==> config.mk <==
export PLATFORM = sky130hd
export DESIGN_NAME = thiele_kcolour_solver
export DESIGN_NICKNAME = d
export VERILOG_FILES = /design/src/rtl/thiele_kcolour_pkg.sv /design/src/rtl/thiele_kcolour_solver_core.sv /design/src/rtl/thiele_kcolour_solver.sv
export SDC_FILE = /design/constraint.sdc
export NUM_CORES = 2
export LEC_CHECK = 0
export CORE_UTILIZATION = 30
export DETAILED_ROUTE_END_ITERATION = 8
export GPL_TIMING_DRIVEN = 0
export PLACE_DENSITY = 0.48
export REMOVE_ABC_BUFFERS = 1
export SETUP_SLACK_MARGIN = 0.02
export SYNTH_ARGS = -nofsm -noshare
export SYNTH_HDL_FRONTEND = slang
export SYNTH_SLANG_ARGS = --single-unit
export TNS_END_PERCENT = 10
==> constraint.sdc <==
create_clock -name clk -period 20.3 [get_ports clk]
set_input_delay 4.06 -clock clk [delete_from_list [all_inputs] [get_ports clk]]
set_output_delay 4.06 -clock clk [all_outputs]
set_load 0.02 [all_outputs]
==> src/rtl/thiele_kcolour_pkg.sv <==
// Shared types and mask helpers for the K-colour search controller.
// Mask helpers take masks zero-extended to MAX_COLOURS bits so one set of functions serves every COLOURS value.
package thiele_kcolour_pkg;

   typedef enum logic [3:0] {
      ST_IDLE,
      ST_INIT,
      ST_PROPAGATE,
      ST_APPLY,
      ST_ACCUM_CONFLICT,
      ST_EVALUATE,
      ST_DECIDE,
      ST_ADVANCE,
      ST_COMMIT,
      ST_BACKTRACK,
      ST_FINISHED
   } state_t;

   localparam logic [1:0] STATUS_SAT    = 2'd0;
   localparam logic [1:0] STATUS_UNSAT  = 2'd1;
   localparam logic [1:0] STATUS_BUDGET = 2'd2;
   localparam logic [1:0] STATUS_ABORT  = 2'd3;

   localparam int MAX_COLOURS = 8;
   typedef logic [MAX_COLOURS-1:0] wmask_t;

   function automatic logic is_single(input wmask_t m);
      return (m != '0) && ((m & (m - 8'd1)) == '0);
   endfunction

   function automatic logic [3:0] popcount(input wmask_t m);
      logic [3:0] n;
      n = '0;
      for (int i = 0; i < MAX_COLOURS; i++) n = n + {3'b000, m[i]};
      return n;
   endfunction

   function automatic wmask_t lowest_bit(input wmask_t m);
      return m & (~m + 8'd1);
   endfunction

   function automatic logic [2:0] mask_to_index(input wmask_t m);
      logic [2:0] idx;
      idx = '0;
      for (int i = MAX_COLOURS - 1; i >= 0; i--) begin
         if (m[i]) idx = 3'(i);
      end
      return idx;
   endfunction

endpackage

==> src/rtl/thiele_kcolour_solver_core.sv <==
// Combinational K-colour propagation: strips every singleton neighbour's colour from each node's mask.
// valid flags nodes whose mask shrinks; conflict flags any node left with no colour.
module kcolour_reasoning_core
   import thiele_kcolour_pkg::*;
#(
   parameter int NODES   = 9,
   parameter int COLOURS = 3
) (
   input  logic [NODES*COLOURS-1:0] masks,
   input  logic [NODES*NODES-1:0]   adjacency,
   output logic [NODES*COLOURS-1:0] forced,
   output logic [NODES-1:0]         valid,
   output logic                     conflict
);

   logic [NODES-1:0] single;

   always_comb begin
      single = '0;
      for (int i = 0; i < NODES; i++)
         single[i] = is_single(wmask_t'(masks[i*COLOURS +: COLOURS]));
   end

   always_comb begin
      logic [COLOURS-1:0] blocked;
      logic [COLOURS-1:0] own;
      forced   = '0;
      valid    = '0;
      conflict = 1'b0;
      blocked  = '0;
      own      = '0;
      for (int i = 0; i < NODES; i++) begin
         blocked = '0;
         // Either triangle of the matrix marks an edge, so asymmetric inputs still behave.
         for (int j = 0; j < NODES; j++) begin
            if (j != i && (adjacency[i*NODES+j] || adjacency[j*NODES+i]) && single[j])
               blocked = blocked | masks[j*COLOURS +: COLOURS];
         end
         own = masks[i*COLOURS +: COLOURS];
         forced[i*COLOURS +: COLOURS] = own & ~blocked;
         valid[i] = ((own & ~blocked) != own);
         if ((own & ~blocked) == '0) conflict = 1'b1;
      end
   end

endmodule

==> src/rtl/thiele_kcolour_solver.sv <==
// Autonomous K-colouring search: propagate, decide on the tightest node, backtrack through a snapshot stack.
// Every decision and forced deduction is charged to the question/information ledger.
module thiele_kcolour_solver
   import thiele_kcolour_pkg::*;
#(
   parameter int NODES           = 9,
   parameter int COLOURS         = 3,
   parameter int MU_PRECISION    = 16,
   parameter int LOG2_K_Q16      = 103872,
   parameter int DECISION_COST   = 136,
   parameter int BACKTRACK_LIMIT = 255,
   localparam int CW = (COLOURS > 1) ? $clog2(COLOURS) : 1
) (
   input  logic                    clk,
   input  logic                    reset,
   input  logic                    start,
   input  logic                    abort,
   input  logic [NODES*NODES-1:0]  adjacency,
   input  logic [32*NODES-1:0]     node_cost,
   output logic                    busy,
   output logic                    done,
   output logic [1:0]              status,
   output logic [NODES*CW-1:0]     colouring,
   output logic [31:0]             mu_question_bits,
   output logic [31:0]             mu_information_q16,
   output logic [31:0]             mu_total_q16,
   output logic [7:0]              decision_depth,
   output logic [7:0]              backtrack_count
);

   localparam int          MW       = NODES * COLOURS;
   localparam int          DW       = $clog2(NODES);
   localparam logic [7:0]  BT_LIMIT = 8'(BACKTRACK_LIMIT);
   localparam logic [31:0] DEC_COST = 32'(DECISION_COST);
   localparam logic [31:0] LOG2K    = 32'(LOG2_K_Q16);

   state_t state, state_nxt;

   logic [NODES*NODES-1:0] adj_r;
   logic [32*NODES-1:0]    cost_r;
   logic [MW-1:0]          masks, forced, forced_r;
   logic [NODES-1:0]       valid, valid_r;
   logic                   conflict;

   logic [MW-1:0]          stk_masks [NODES];
   logic [DW-1:0]          stk_node  [NODES];
   logic [COLOURS-1:0]     stk_avail [NODES];
   logic [COLOURS-1:0]     stk_tried [NODES];

   logic [COLOURS-1:0]     colour, pick_mask, pick_colour, remaining, rem_colour;
   logic [DW-1:0]          pick_node, didx, didx_m1;
   logic [3:0]             best;
   logic                   all_single, abort_hit, led_en;
   logic [NODES*CW-1:0]    sat_colouring;
   logic [7:0]             depth, bt_count;
   logic [31:0]            q, info, total, charge_q, charge_n, led_q, led_i, q_nxt, i_nxt;

   kcolour_reasoning_core #(.NODES(NODES), .COLOURS(COLOURS)) u_core (
      .masks     (masks),
      .adjacency (adj_r),
      .forced    (forced),
      .valid     (valid),
      .conflict  (conflict)
   );

   assign didx    = depth[DW-1:0];
   assign didx_m1 = didx - 1'b1;

   always_comb begin
      wmask_t     m;
      logic [3:0] pc;
      m             = '0;
      pc            = '0;
      all_single    = 1'b1;
      best          = 4'hF;
      pick_node     = '0;
      sat_colouring = '0;
      for (int i = 0; i < NODES; i++) begin
         m  = wmask_t'(masks[i*COLOURS +: COLOURS]);
         pc = popcount(m);
         if (!is_single(m)) all_single = 1'b0;
         if (pc > 4'd1 && pc < best) begin
            best      = pc;
            pick_node = DW'(i);
         end
         sat_colouring[i*CW +: CW] = CW'(mask_to_index(m));
      end
      pick_mask   = masks[pick_node*COLOURS +: COLOURS];
      pick_colour = COLOURS'(lowest_bit(wmask_t'(pick_mask)));
      remaining   = stk_avail[didx] & ~stk_tried[didx];
      rem_colour  = COLOURS'(lowest_bit(wmask_t'(remaining)));
   end

   always_comb begin
      charge_q = '0;
      charge_n = '0;
      for (int i = 0; i < NODES; i++) begin
         if (valid_r[i]) begin
            charge_q = charge_q + cost_r[i*32 +: 32];
            charge_n = charge_n + 32'd1;
         end
      end
   end

   assign abort_hit = abort && (state != ST_IDLE) && (state != ST_FINISHED);

   always_comb begin
      led_en = 1'b0;
      led_q  = '0;
      led_i  = '0;
      if (!abort_hit) begin
         case (state)
            ST_APPLY, ST_ACCUM_CONFLICT: begin
               led_en = 1'b1;
               led_q  = charge_q;
               led_i  = charge_n << MU_PRECISION;
            end
            ST_COMMIT: begin
               led_en = 1'b1;
               led_q  = DEC_COST;
               led_i  = LOG2K;
            end
            default: ;
         endcase
      end
      q_nxt = q + led_q;
      i_nxt = info + led_i;
   end

   always_ff @(posedge clk or posedge reset) begin
      if (reset) state <= ST_IDLE;
      else       state <= state_nxt;
   end

   always_comb begin
      state_nxt = state;
      case (state)
         ST_IDLE:           if (start) state_nxt = ST_INIT;
         ST_INIT:           state_nxt = ST_PROPAGATE;
         ST_PROPAGATE:      state_nxt = conflict ? ST_ACCUM_CONFLICT :
                                        (|valid) ? ST_APPLY : ST_EVALUATE;
         ST_APPLY:          state_nxt = ST_PROPAGATE;
         ST_ACCUM_CONFLICT: state_nxt = ST_BACKTRACK;
         ST_EVALUATE:       state_nxt = all_single ? ST_FINISHED : ST_DECIDE;
         ST_DECIDE:         state_nxt = ST_COMMIT;
         ST_COMMIT:         state_nxt = ST_PROPAGATE;
         ST_BACKTRACK:      state_nxt = (depth == 8'd0 || bt_count == BT_LIMIT) ? ST_FINISHED : ST_ADVANCE;
         ST_ADVANCE:        state_nxt = (remaining == '0) ? ST_BACKTRACK : ST_COMMIT;
         ST_FINISHED:       if (!start) state_nxt = ST_IDLE;
         default:           state_nxt = ST_IDLE;
      endcase
      if (abort_hit) state_nxt = ST_FINISHED;
   end

   always_comb begin
      busy = (state != ST_IDLE) && (state != ST_FINISHED);
      done = (state == ST_FINISHED);
   end

   // The stack is only read at depths previously written in this run, so it needs no reset.
   always_ff @(posedge clk) begin
      if (state == ST_DECIDE && !abort_hit) begin
         stk_node[didx]  <= pick_node;
         stk_avail[didx] <= pick_mask;
         stk_tried[didx] <= '0;
      end
      if (state == ST_COMMIT && !abort_hit) begin
         stk_masks[didx] <= masks;
         stk_tried[didx] <= stk_tried[didx] | colour;
      end
   end

   always_ff @(posedge clk or posedge reset) begin
      if (reset) begin
         adj_r     <= '0;
         cost_r    <= '0;
         masks     <= '1;
         forced_r  <= '0;
         valid_r   <= '0;
         colour    <= '0;
         depth     <= '0;
         bt_count  <= '0;
         status    <= STATUS_SAT;
         colouring <= '0;
         q         <= '0;
         info      <= '0;
         total     <= '0;
      end else if (abort_hit) begin
         status <= STATUS_ABORT;
      end else begin
         if (led_en) begin
            q     <= q_nxt;
            info  <= i_nxt;
            total <= (q_nxt << MU_PRECISION) + i_nxt;
         end
         case (state)
            ST_IDLE: if (start) begin
               adj_r    <= adjacency;
               cost_r   <= node_cost;
               masks    <= '1;
               depth    <= '0;
               bt_count <= '0;
               status   <= STATUS_SAT;
               q        <= '0;
               info     <= '0;
               total    <= '0;
            end
            ST_PROPAGATE: begin
               forced_r <= forced;
               valid_r  <= valid;
            end
            ST_APPLY:    masks <= forced_r;
            ST_EVALUATE: if (all_single) begin
               colouring <= sat_colouring;
               status    <= STATUS_SAT;
            end
            ST_DECIDE:   colour <= pick_colour;
            ST_COMMIT: begin
               masks[stk_node[didx]*COLOURS +: COLOURS] <= colour;
               depth <= depth + 8'd1;
            end
            ST_BACKTRACK: begin
               if (depth == 8'd0) status <= STATUS_UNSAT;
               else if (bt_count == BT_LIMIT) status <= STATUS_BUDGET;
               else begin
                  depth    <= depth - 8'd1;
                  bt_count <= bt_count + 8'd1;
                  masks    <= stk_masks[didx_m1];
               end
            end
            ST_ADVANCE:  if (remaining != '0) colour <= rem_colour;
            default: ;
         endcase
      end
   end

   assign mu_question_bits   = q;
   assign mu_information_q16 = info;
   assign mu_total_q16       = total;
   assign decision_depth     = depth;
   assign backtrack_count    = bt_count;

endmodule

==> flow_metrics.env <==
export IMPL_yosysMostFrequentCell="nand2_1"
export IMPL_yosys_warnings=0
export IMPL_design_area_mm2=0.0692
export IMPL_synth_area_mm2=0.0570
export IMPL_setup_viol=0
export IMPL_synth_distinct_cells=95
export IMPL_rsz0062_at_grt="false"
export IMPL_dp_cells=9061
export IMPL_place_hpwl_mm=149
export IMPL_crit_required_ps=20970
export IMPL_synth_seq_area_share=0.420
export IMPL_setup_tns_ps=0
export IMPL_cts_htree_levels=3
export IMPL_finClkSkew_ps=46.5
export IMPL_cap_violations=0
export IMPL_io_pins=507
export IMPL_gr_total_overflow=0
export IMPL_fin_ws_ps=1940
export IMPL_synth_top_area_frac=0.232
export IMPL_row_count=159
export IMPL_met3RoutedLength_mm=8.68
export IMPL_synth_flop_cell="dfrtp_1"
export IMPL_ctsResizeCount=0
export IMPL_synthArstFlopShare=0.625
export IMPL_synth_avg_cell_area_um2=9.07
export IMPL_slew_headroom=0.0606
export IMPL_numCtsBuffers=112
export IMPL_cp_max_fo=48
export IMPL_ff_latch_area_mm2=0.0240
export IMPL_drt_iter0_drc=3108
export IMPL_core_area_mm2=0.188
export IMPL_dieArea_mm2=0.192
export IMPL_slew_viol_final=0
export IMPL_clock_latency_ps=790
export IMPL_routed_top_layer="met4"
export IMPL_grt_pass1_wl_mm=302
export IMPL_tritoncts="done"
export IMPL_synth_seq_cells=889
export IMPL_finalHoldViolCount=0
export IMPL_grt_pass1_vias=47635
export IMPL_place_ws_ps=2090
export IMPL_startpoint_type="flop"
export IMPL_grt_usage=0.206
export IMPL_dpl_cell_area_mm2=0.0652
export IMPL_num_fill_cells=19113
export IMPL_initial_core_util=0.303
export IMPL_drive_gt1_frac=0.0749
export IMPL_path_clk_slew_ps=60
export IMPL_final_antenna_net_count=0
export IMPL_hold_class="flop to flop"
export IMPL_met2_length_mm=99.5
export IMPL_cts_root_buf="clkbuf_16"
export IMPL_post_route_drc_count=0
export IMPL_synth_area_leader_cell="dfrtp_1"
export IMPL_multi_input_area_mm2=0.0315
export IMPL_max_clock_freq_ghz=0.0545
export IMPL_routed_via_count=47831
export IMPL_cpPeakStageDelay_ps=940
export IMPL_vias_per_cell=5.15
export IMPL_fin_cells=9289
export IMPL_clkSinkCount=889
export IMPL_cpMaxStageDelayCell="dfrtp_2"
export IMPL_critPathMostFrequentCell="ha_1"
export IMPL_period_needed_ps=18360
export IMPL_synthTopCellsByCount="nand2_1 (1,585), dfrtp_1 (529), a21oi_1 (442)"
export IMPL_worstPathArrival_ps=19020
export IMPL_synth_edff_count=333
export IMPL_wl_per_cell_um=21.6
export IMPL_antenna_found_initial=23
export IMPL_hold_buffers=0
export IMPL_clk_path_buf_depth=3
export IMPL_die_x_um=438
export IMPL_routabilityCongestion=0.909
export IMPL_post_cts_setup_buffers=0
export IMPL_firstDrtPassIters=6
export IMPL_die_h_um=438
export IMPL_status="complete, no violations"
export IMPL_critPathKind="flop to flop"
export IMPL_wl_mm=200
export IMPL_wl_met1_mm=85.4
export IMPL_grt_max_degree=116
export IMPL_layout_nets=7433
export IMPL_area_delta_synth_final_pct=21.2
export IMPL_final_period_utilization=0.904
export IMPL_end_kind="flop"
export IMPL_portBuffers=491
export IMPL_synth_area_leaders="dfrtp_1 (23%), edfxtp_1 (18%), nand2_1 (10%)"
export IMPL_netlist_instances=6287
export IMPL_worst_slew_pin_transition_ps=1370
[path summary, 6_finish.rpt]
check	start	to	slack [ps]	cells after the start
setup reg to reg	valid_r[0]	mu_question_bits[31]	1940	75
min in group asynchronous	reset	mu_total_q16[8]	3730	2
hold reg to reg	cost_r[24]	cost_r[24]	470	2
setup / recovery	valid_r[0]	mu_question_bits[31]	1940	75
hold / removal	cost_r[24]	cost_r[24]	470	2
max in group asynchronous	reset	cost_r[80]	14590	5
[critical path: cells and delay by family (launching register included)]
| kind | cells | cell delay [ps] |
|---|---|---|
| compound gates | 34 | 7500 |
| xor+xnor | 8 | 1370 |
| fa+ha+maj | 11 | 3640 |
| buf+inv | 1 | 130 |
| flops | 1 | 940 |
| mux | 2 | 580 |
| simple gates | 19 | 3960 |
[flip-flops by register name, indices dropped and copies added, names as in the netlist, 3 cells and up]
name / count
mu_question_bits: 32
stk_node: 36
stk_masks: 243
forced_r: 27
stk_avail: 27
masks: 27
decision_depth: 8
adj_r: 72
cost_r: 288
colour: 3
mu_total_q16: 32
mu_information_q16: 26
valid_r: 9
colouring: 18
state: 4
backtrack_count: 8
stk_tried: 27
[final cells by class]
| class | instances | share of cell area |
|---|---|---|
| antenna | 13 | 0.000470 |
| clock buffer | 153 | 0.0456 |
| inverter | 182 | 0.00999 |
| timing repair buffer | 536 | 0.0855 |
| clock inverter | 61 | 0.0109 |
| tap | 2495 | 0.0451 |
| multi-input combinational | 4960 | 0.456 |
| sequential | 889 | 0.346 |
[metal layers]
metal | vias to the layer above | global-route usage
li1 | 23067 | -
met1 | 23338 | 0.260
met2 | 1138 | 0.359
met3 | 288 | 0.0264
met4 | 0 | 0.0702
met5 | - | 0
[metrics by stage]
stage / hold WS, ps / utilization
global route: 493 / 0.367
floorplan: 438 / -
CTS: 473 / 0.367
global placement: 460 / 0.340
finish: 470 / 0.367
detailed placement: 458 / 0.346
[cell usage in the layout, fill, tap and decap left out, drive strengths merged, types with 183 or more instances in the layout]
| cell type | netlist | routed |
|---|---|---|
| dfrtp | 529 | 529 |
| o21ai | 331 | 331 |
| inv | 181 | 183 |
| ha | 358 | 358 |
| nand2 | 1585 | 1585 |
| a21oi | 442 | 442 |
| nor2 | 395 | 395 |
| edfxtp | 333 | 333 |
| clkdlybuf4s50 | 0 | 491 |
| xnor2 | 205 | 205 |
[cell families after synthesis]
logic type,after synthesis,synth area share
simple gates,2519,0.187
compound gates,1489,0.167
flops,889,0.420
buf+inv,454,0.0305
fa+ha+maj,382,0.0865
xor+xnor,323,0.0501
mux,230,0.0586
other cells,1,0.0000657
Power is left out: the tool's default activity adds up to more than one toggle a clock period on the data nets, which glitch-free logic cannot reach.
